### src/rtl/imem_loader_pkg.sv
// Shared types and frame constants for the boot-time instruction memory loader.
package imem_loader_pkg;

    localparam int unsigned HDR_BYTES  = 2;
    localparam int unsigned WORD_BYTES = 2;

    typedef enum logic [2:0] {
        StHdr0,
        StHdr1,
        StLo,
        StHi,
        StDone,
        StErr
    } load_state_e;

    // A frame must carry at least one word and no more than fits in memory.
    function automatic logic count_ok(input logic [HDR_BYTES*8-1:0] count,
                                      input int unsigned addr_w);
        return (count != '0) && (32'(count) <= (32'd1 << addr_w));
    endfunction

endpackage

### src/rtl/imem_loader_if.sv
// Byte-stream input and instruction-memory write port of the loader, plus status.
interface imem_loader_if #(
    parameter int unsigned ADDR_W = 9
);
    logic [7:0]        rx_data;
    logic              rx_valid;
    logic [ADDR_W-1:0] mem_addr;
    logic [15:0]       mem_data;
    logic              mem_wren;
    logic              load_busy;
    logic              start_pulse;
    logic              load_err;

    modport master (
        input  rx_data, rx_valid,
        output mem_addr, mem_data, mem_wren, load_busy, start_pulse, load_err
    );

    modport slave (
        output rx_data, rx_valid,
        input  mem_addr, mem_data, mem_wren, load_busy, start_pulse, load_err
    );

endinterface

### src/rtl/loader_timeout.sv
// Idle-cycle counter: cleared on demand, counts while enabled, saturates at TIMEOUT.
module loader_timeout #(
    parameter int unsigned TIMEOUT = 50000
) (
    input  logic clk,
    input  logic rst_n,
    input  logic clear,
    input  logic enable,
    output logic expired
);

    localparam int unsigned CNT_W = $clog2(TIMEOUT + 1);

    logic [CNT_W-1:0] cnt_q, cnt_d;

    assign expired = (cnt_q == CNT_W'(TIMEOUT));

    always_comb begin
        cnt_d = cnt_q;
        if (clear) begin
            cnt_d = '0;
        end else if (enable && !expired) begin
            cnt_d = cnt_q + 1'b1;
        end
    end

    always_ff @(posedge clk or negedge rst_n) begin
        if (!rst_n) begin
            cnt_q <= '0;
        end else begin
            cnt_q <= cnt_d;
        end
    end

endmodule

### src/rtl/imem_loader.sv
// Assembles a length-prefixed little-endian byte stream into 16-bit words, writes them
// to instruction memory and fires a one-cycle start pulse after a complete load.
module imem_loader
    import imem_loader_pkg::*;
#(
    parameter int unsigned ADDR_W  = 9,
    parameter int unsigned TIMEOUT = 50000
) (
    input  logic          clk,
    input  logic          rst_n,
    imem_loader_if.master bus
);

    localparam int unsigned CNT_W  = HDR_BYTES * 8;
    localparam int unsigned WORD_W = WORD_BYTES * 8;

    load_state_e       state_q, state_d;
    logic [7:0]        count_lo_q, count_lo_d;
    logic [7:0]        low_q, low_d;
    logic [ADDR_W:0]   word_addr_q, word_addr_d;
    logic [ADDR_W:0]   remaining_q, remaining_d;
    logic [ADDR_W-1:0] mem_addr_q, mem_addr_d;
    logic [WORD_W-1:0] mem_data_q, mem_data_d;
    logic              mem_wren_q, mem_wren_d;
    logic              busy_q, busy_d;
    logic              start_q, start_d;
    logic              err_q, err_d;

    logic [CNT_W-1:0]  hdr_count;
    logic              counting;
    logic              timed_out;

    assign hdr_count = {bus.rx_data, count_lo_q};
    assign counting  = (state_q == StHdr1) || (state_q == StLo) || (state_q == StHi);

    loader_timeout #(
        .TIMEOUT (TIMEOUT)
    ) u_timeout (
        .clk     (clk),
        .rst_n   (rst_n),
        .clear   (bus.rx_valid || !counting),
        .enable  (counting),
        .expired (timed_out)
    );

    always_comb begin
        state_d     = state_q;
        count_lo_d  = count_lo_q;
        low_d       = low_q;
        word_addr_d = word_addr_q;
        remaining_d = remaining_q;
        mem_addr_d  = mem_addr_q;
        mem_data_d  = mem_data_q;
        mem_wren_d  = 1'b0;
        busy_d      = busy_q;
        start_d     = 1'b0;
        err_d       = err_q;

        unique case (state_q)
            StHdr0: begin
                if (bus.rx_valid) begin
                    count_lo_d = bus.rx_data;
                    busy_d     = 1'b1;
                    state_d    = StHdr1;
                end
            end
            StHdr1: begin
                if (bus.rx_valid) begin
                    if (count_ok(hdr_count, ADDR_W)) begin
                        err_d       = 1'b0;
                        word_addr_d = '0;
                        remaining_d = hdr_count[ADDR_W:0];
                        state_d     = StLo;
                    end else begin
                        state_d = StErr;
                    end
                end else if (timed_out) begin
                    state_d = StErr;
                end
            end
            StLo: begin
                if (bus.rx_valid) begin
                    low_d   = bus.rx_data;
                    state_d = StHi;
                end else if (timed_out) begin
                    state_d = StErr;
                end
            end
            StHi: begin
                if (bus.rx_valid) begin
                    // The count check keeps word_addr below the top; never write past it.
                    if (!word_addr_q[ADDR_W]) begin
                        mem_wren_d = 1'b1;
                        mem_addr_d = word_addr_q[ADDR_W-1:0];
                        mem_data_d = {bus.rx_data, low_q};
                    end
                    word_addr_d = word_addr_q + 1'b1;
                    remaining_d = remaining_q - 1'b1;
                    state_d     = (remaining_q == (ADDR_W+1)'(1)) ? StDone : StLo;
                end else if (timed_out) begin
                    state_d = StErr;
                end
            end
            StDone: begin
                start_d = 1'b1;
                busy_d  = 1'b0;
                state_d = StHdr0;
            end
            StErr: begin
                err_d   = 1'b1;
                busy_d  = 1'b0;
                state_d = StHdr0;
            end
            default: begin
                state_d = StHdr0;
            end
        endcase
    end

    always_ff @(posedge clk or negedge rst_n) begin
        if (!rst_n) begin
            state_q     <= StHdr0;
            count_lo_q  <= '0;
            low_q       <= '0;
            word_addr_q <= '0;
            remaining_q <= '0;
            mem_addr_q  <= '0;
            mem_data_q  <= '0;
            mem_wren_q  <= 1'b0;
            busy_q      <= 1'b0;
            start_q     <= 1'b0;
            err_q       <= 1'b0;
        end else begin
            state_q     <= state_d;
            count_lo_q  <= count_lo_d;
            low_q       <= low_d;
            word_addr_q <= word_addr_d;
            remaining_q <= remaining_d;
            mem_addr_q  <= mem_addr_d;
            mem_data_q  <= mem_data_d;
            mem_wren_q  <= mem_wren_d;
            busy_q      <= busy_d;
            start_q     <= start_d;
            err_q       <= err_d;
        end
    end

    assign bus.mem_addr    = mem_addr_q;
    assign bus.mem_data    = mem_data_q;
    assign bus.mem_wren    = mem_wren_q;
    assign bus.load_busy   = busy_q;
    assign bus.start_pulse = start_q;
    assign bus.load_err    = err_q;

endmodule

### src/flat_wrapper.sv
// flat-port wrapper written by rule: the top's interface ports become plain ports
module imem_loader_flat import imem_loader_pkg::*;
#(
    parameter int unsigned ADDR_W  = 9,
    parameter int unsigned TIMEOUT = 50000
)
  (clk, rst_n, bus_rx_data, bus_rx_valid, bus_mem_addr, bus_mem_data, bus_mem_wren, bus_load_busy, bus_start_pulse, bus_load_err);
  imem_loader_if #(.ADDR_W(ADDR_W)) bus_i ();
  input  logic clk;
  input  logic rst_n;
  input wire logic [$bits(bus_i.rx_data)-1:0] bus_rx_data;
  input wire logic [$bits(bus_i.rx_valid)-1:0] bus_rx_valid;
  output wire logic [$bits(bus_i.mem_addr)-1:0] bus_mem_addr;
  output wire logic [$bits(bus_i.mem_data)-1:0] bus_mem_data;
  output wire logic [$bits(bus_i.mem_wren)-1:0] bus_mem_wren;
  output wire logic [$bits(bus_i.load_busy)-1:0] bus_load_busy;
  output wire logic [$bits(bus_i.start_pulse)-1:0] bus_start_pulse;
  output wire logic [$bits(bus_i.load_err)-1:0] bus_load_err;
  assign bus_i.rx_data = bus_rx_data;
  assign bus_i.rx_valid = bus_rx_valid;
  assign bus_mem_addr = bus_i.mem_addr;
  assign bus_mem_data = bus_i.mem_data;
  assign bus_mem_wren = bus_i.mem_wren;
  assign bus_load_busy = bus_i.load_busy;
  assign bus_start_pulse = bus_i.start_pulse;
  assign bus_load_err = bus_i.load_err;
  imem_loader #(.ADDR_W(ADDR_W), .TIMEOUT(TIMEOUT)) u_core (.clk(clk), .rst_n(rst_n), .bus(bus_i));
endmodule
### config.mk
export PLATFORM = sky130hd
export DESIGN_NAME = imem_loader_flat
export DESIGN_NICKNAME = d
export VERILOG_FILES = /design/src/rtl/imem_loader_pkg.sv /design/src/rtl/imem_loader_if.sv /design/src/rtl/loader_timeout.sv /design/src/rtl/imem_loader.sv /design/src/flat_wrapper.sv
export SDC_FILE = /design/constraint.sdc
export NUM_CORES = 1
export LEC_CHECK = 0
export CORE_ASPECT_RATIO = 1.4
export CORE_MARGIN = 8
export CORE_UTILIZATION = 40
export CTS_BUF_LIST = sky130_fd_sc_hd__clkbuf_16
export CTS_CLUSTER_DIAMETER = 200
export DETAILED_ROUTE_END_ITERATION = 8
export DONT_BUFFER_PORTS = 1
export GPL_ROUTABILITY_DRIVEN = 0
export PLACE_DENSITY = 0.57
export SYNTH_ARGS = -nofsm -noshare
export SYNTH_HDL_FRONTEND = slang
export SYNTH_SLANG_ARGS = --single-unit
### constraint.sdc
create_clock -name clk -period 2.9 [get_ports clk]
set_input_delay 0.87 -clock clk [delete_from_list [all_inputs] [get_ports clk]]
set_output_delay 0.87 -clock clk [all_outputs]
set_load 0.01 [all_outputs]
==> impl_results.md <==
* Critical-path top delay cell: nor3b_4
* Setup repair after global routing missed its margin: no
* CTS tree: yes
* Clock Pin Slew Worst Setup and Hold Paths at 60 ps
* Maximum vdd ir drop at 0.000365 V
* LEAKAGE at 0.00194 µW
* Critical path launch point: bus_rx_data[5]
* Nets@finish at 363
* Share of layout cells above drive strength 1 at 0.207
* First-pass GRT wire length at 13.4 mm
* Top-area cell type share of the netlist area at 0.539
* Comb pwr share at 0.142
* Final-report hold violation count at 0
* TNS Setup at 0 ps
* Clk pwr share at 0.370
* # DRC at 0
* Avg Vias per Cell at 5.65
* Die X at 99.5 µm
* WHS at 224 ps
* I/O pins at 40
* Die Span Y at 133 µm
* Post-Syn Nets at 359
* Slew Limit Headroom at 0.623
* Most instantiated library cell after synthesis: dfrtp_1
* Post-CTS setup buffers at 0
* Worst path cell trace: nor4_1, nand4_1, nor3b_4, nor2_2, a221o_1
* Warnings from Yosys at 0
* Critical path data arrival time at 2500 ps
* Yosys reg bits at 84
* Initial Util at 0.412
* Finished Layout Cells at 462
* Worst-Margin Slew at 564 ps
* Period minus WS final at 2280 ps
* Met2 wire length at 3.83 mm
* Metal1 wirelength at 3.35 mm
* # Max-Cap Violations at 0
* Initial antenna violation count at 0
* Kind of cell adding the most delay to the critical path: simple AND/OR/NAND/NOR gates
* Final WL at 7.76 mm
* H-tree lvl count at 3
* Sequential-to-total area share from yosys stat at 0.539
* Ys flop type: dfrtp_1
* Largest net degree at the start of global routing at 85
* F_max at 0.438 GHz
* Clock root cell: clkbuf_16
* Synthesized cell area at 0.00390 mm²
* R2R Path Start: u_core.state_q[0]
* CTS Buffer Depth at 2
* Post-route clock skew at 6.78 ps
* Ys async rst share at 1.00
* Mapped Cells at 343
* Setup crit start kind: primary input
* Ant. Diodes at 0
* Cell-internal power at 2200 µW
* Total CTS buffers at 9
* Syn Area/Cell at 11.4 µm²
* PnR worst setup slack at 616 ps
* Total gr overflow at 0
* Die area at 0.0132 mm²
* Post-CTS Hold Fix Bufs at 0
* # resized after CTS at 0
* DR WL met3 at 398 µm
* Power per cell area at 717 mW/mm²
* GR Util All Layers at 0.127
* Crit end category: flop
* Final HPWL DP at 5.35 mm
* # fillers at 877
* Routed vias at 2611
* PortBufs at 0
* Run status: finished, final reports clean
* CTS Sinks at 84
* Required @ worst endpoint at 3110 ps
* Vias in the first global route at 2633
* Top cell types by occurrence after synthesis: dfrtp_1, mux2_2, nor2_1
* Routed wire per std cell at 16.8 µm
* Iter 0 DRT Violations at 116
* Area contributors post-synth: dfrtp_1, mux2_2, nor2_1, xor2_1, nand2_1
* DRT Pass-1 Iters at 4
* # setup viols final at 0
* Post-route ant nets at 0
* Worst-skew pair later-pin latency at 340 ps
* Yosys cell types at 52
* Worst Hold Class: in -> async
* Highest metal used: met4
* Crit path buf inv count at 0
* Number of synthesized flops with an enable pin at 0
* Inst Count DP at 446
* Crit path largest cell delay at 440 ps
* Rows at 42
* Place WS at 249 ps
* Post-layout util at 0.456
* CORE AREA at 0.00946 mm²
* Final period utilization at 0.788
* Crit path kind: in -> reg
* Synth area leader: dfrtp_1
* CP max FO at 8
* Slew Limit Fails at 0
* Sequential power share at 0.489
* Sw Ratio at 0.288
* Synth-to-Final Area Change at 10.6%
* Switch Pwr at 889 µW
==> metal layers <==
metal | vias up | GRT usage
li1 | 1238 | -
met1 | 1312 | 0.150
met2 | 50 | 0.203
met3 | 11 | 0.0331
met4 | 0 | 0.0769
met5 | - | 0
==> path summary, 6_finish.rpt <==
check / cells past startpoint / slack, ps / end
hold / removal: 0 / 220 / u_core.bus.mem_addr[7]
setup / recovery: 5 / 620 / u_core.remaining_q[5]
max in group asynchronous: 0 / 2560 / u_core.u_timeout.cnt_q[11]
min in group clk: 1 / 500 / u_core.bus.mem_data[5]
hold reg to reg: 1 / 500 / u_core.bus.mem_data[5]
setup reg to reg: 5 / 710 / u_core.remaining_q[5]
==> stage by stage <==
stage,instance area (µm²),total power (µW)
2_1_floorplan,3900,1850
3_3_place_gp,4010,1960
3_5_place_dp,4010,1980
4_1_cts,4310,3130
5_1_grt,4310,3260
6_report,4310,3090
==> cell usage in the layout, fill, tap and decap left out, types with 9 or more instances in the layout <==
master | synthesis | routed
inv_1 | 13 | 13
nand2_1 | 28 | 28
xor2_1 | 14 | 14
nor2_1 | 38 | 38
clkbuf_16 | 0 | 9
mux2_2 | 41 | 41
nand3_1 | 10 | 10
dfrtp_1 | 84 | 84
o21ai_0 | 10 | 10
==> power by group through the flow <==
stage	clock (µW)	combinational, µW	sequential (µW)
2_1_floorplan	0	400	1450
5_1_grt	1220	499	1540
3_3_place_gp	0	427	1530
3_5_place_dp	0	442	1530
6_report	1140	438	1510
4_1_cts	1180	443	1510
==> cell type report <==
| cell class | count | area, µm² | area share |
|---|---|---|---|
| Clock buffer | 9 | 225 | 0.0522 |
| Timing Repair Buffer | 4 | 30.0 | 0.00696 |
| Sequential cell | 84 | 2100 | 0.487 |
| Inverter | 13 | 48.8 | 0.0113 |
| Tap cell | 110 | 138 | 0.0319 |
| Multi-Input combinational cell | 235 | 1700 | 0.393 |
| Clock inverter | 7 | 75.1 | 0.0174 |
==> cells by family after synthesis <==
family                     Yosys count  synth area share
and+or+nand+nor                    126             0.172
AOI/OAI and AO/OA                   39            0.0715
adders and majority gates            5            0.0160
xor gates and xnor gates            20            0.0449
DFF                                 84             0.539
buffers and inverters               24            0.0279
muxes                               45             0.129
==> state kept, by name (all words and copies together), names as in the netlist <==
register and flops:
u_core.bus.load_busy 1, u_core.bus.load_err 1, u_core.bus.mem_addr 9, u_core.bus.mem_data 16, u_core.bus.mem_wren 1, u_core.bus.start_pulse 1, u_core.count_lo_q 8, u_core.low_q 8
u_core.remaining_q 10, u_core.state_q 3, u_core.u_timeout.cnt_q 16, u_core.word_addr_q 10
(Power assumes the default switching activity.)
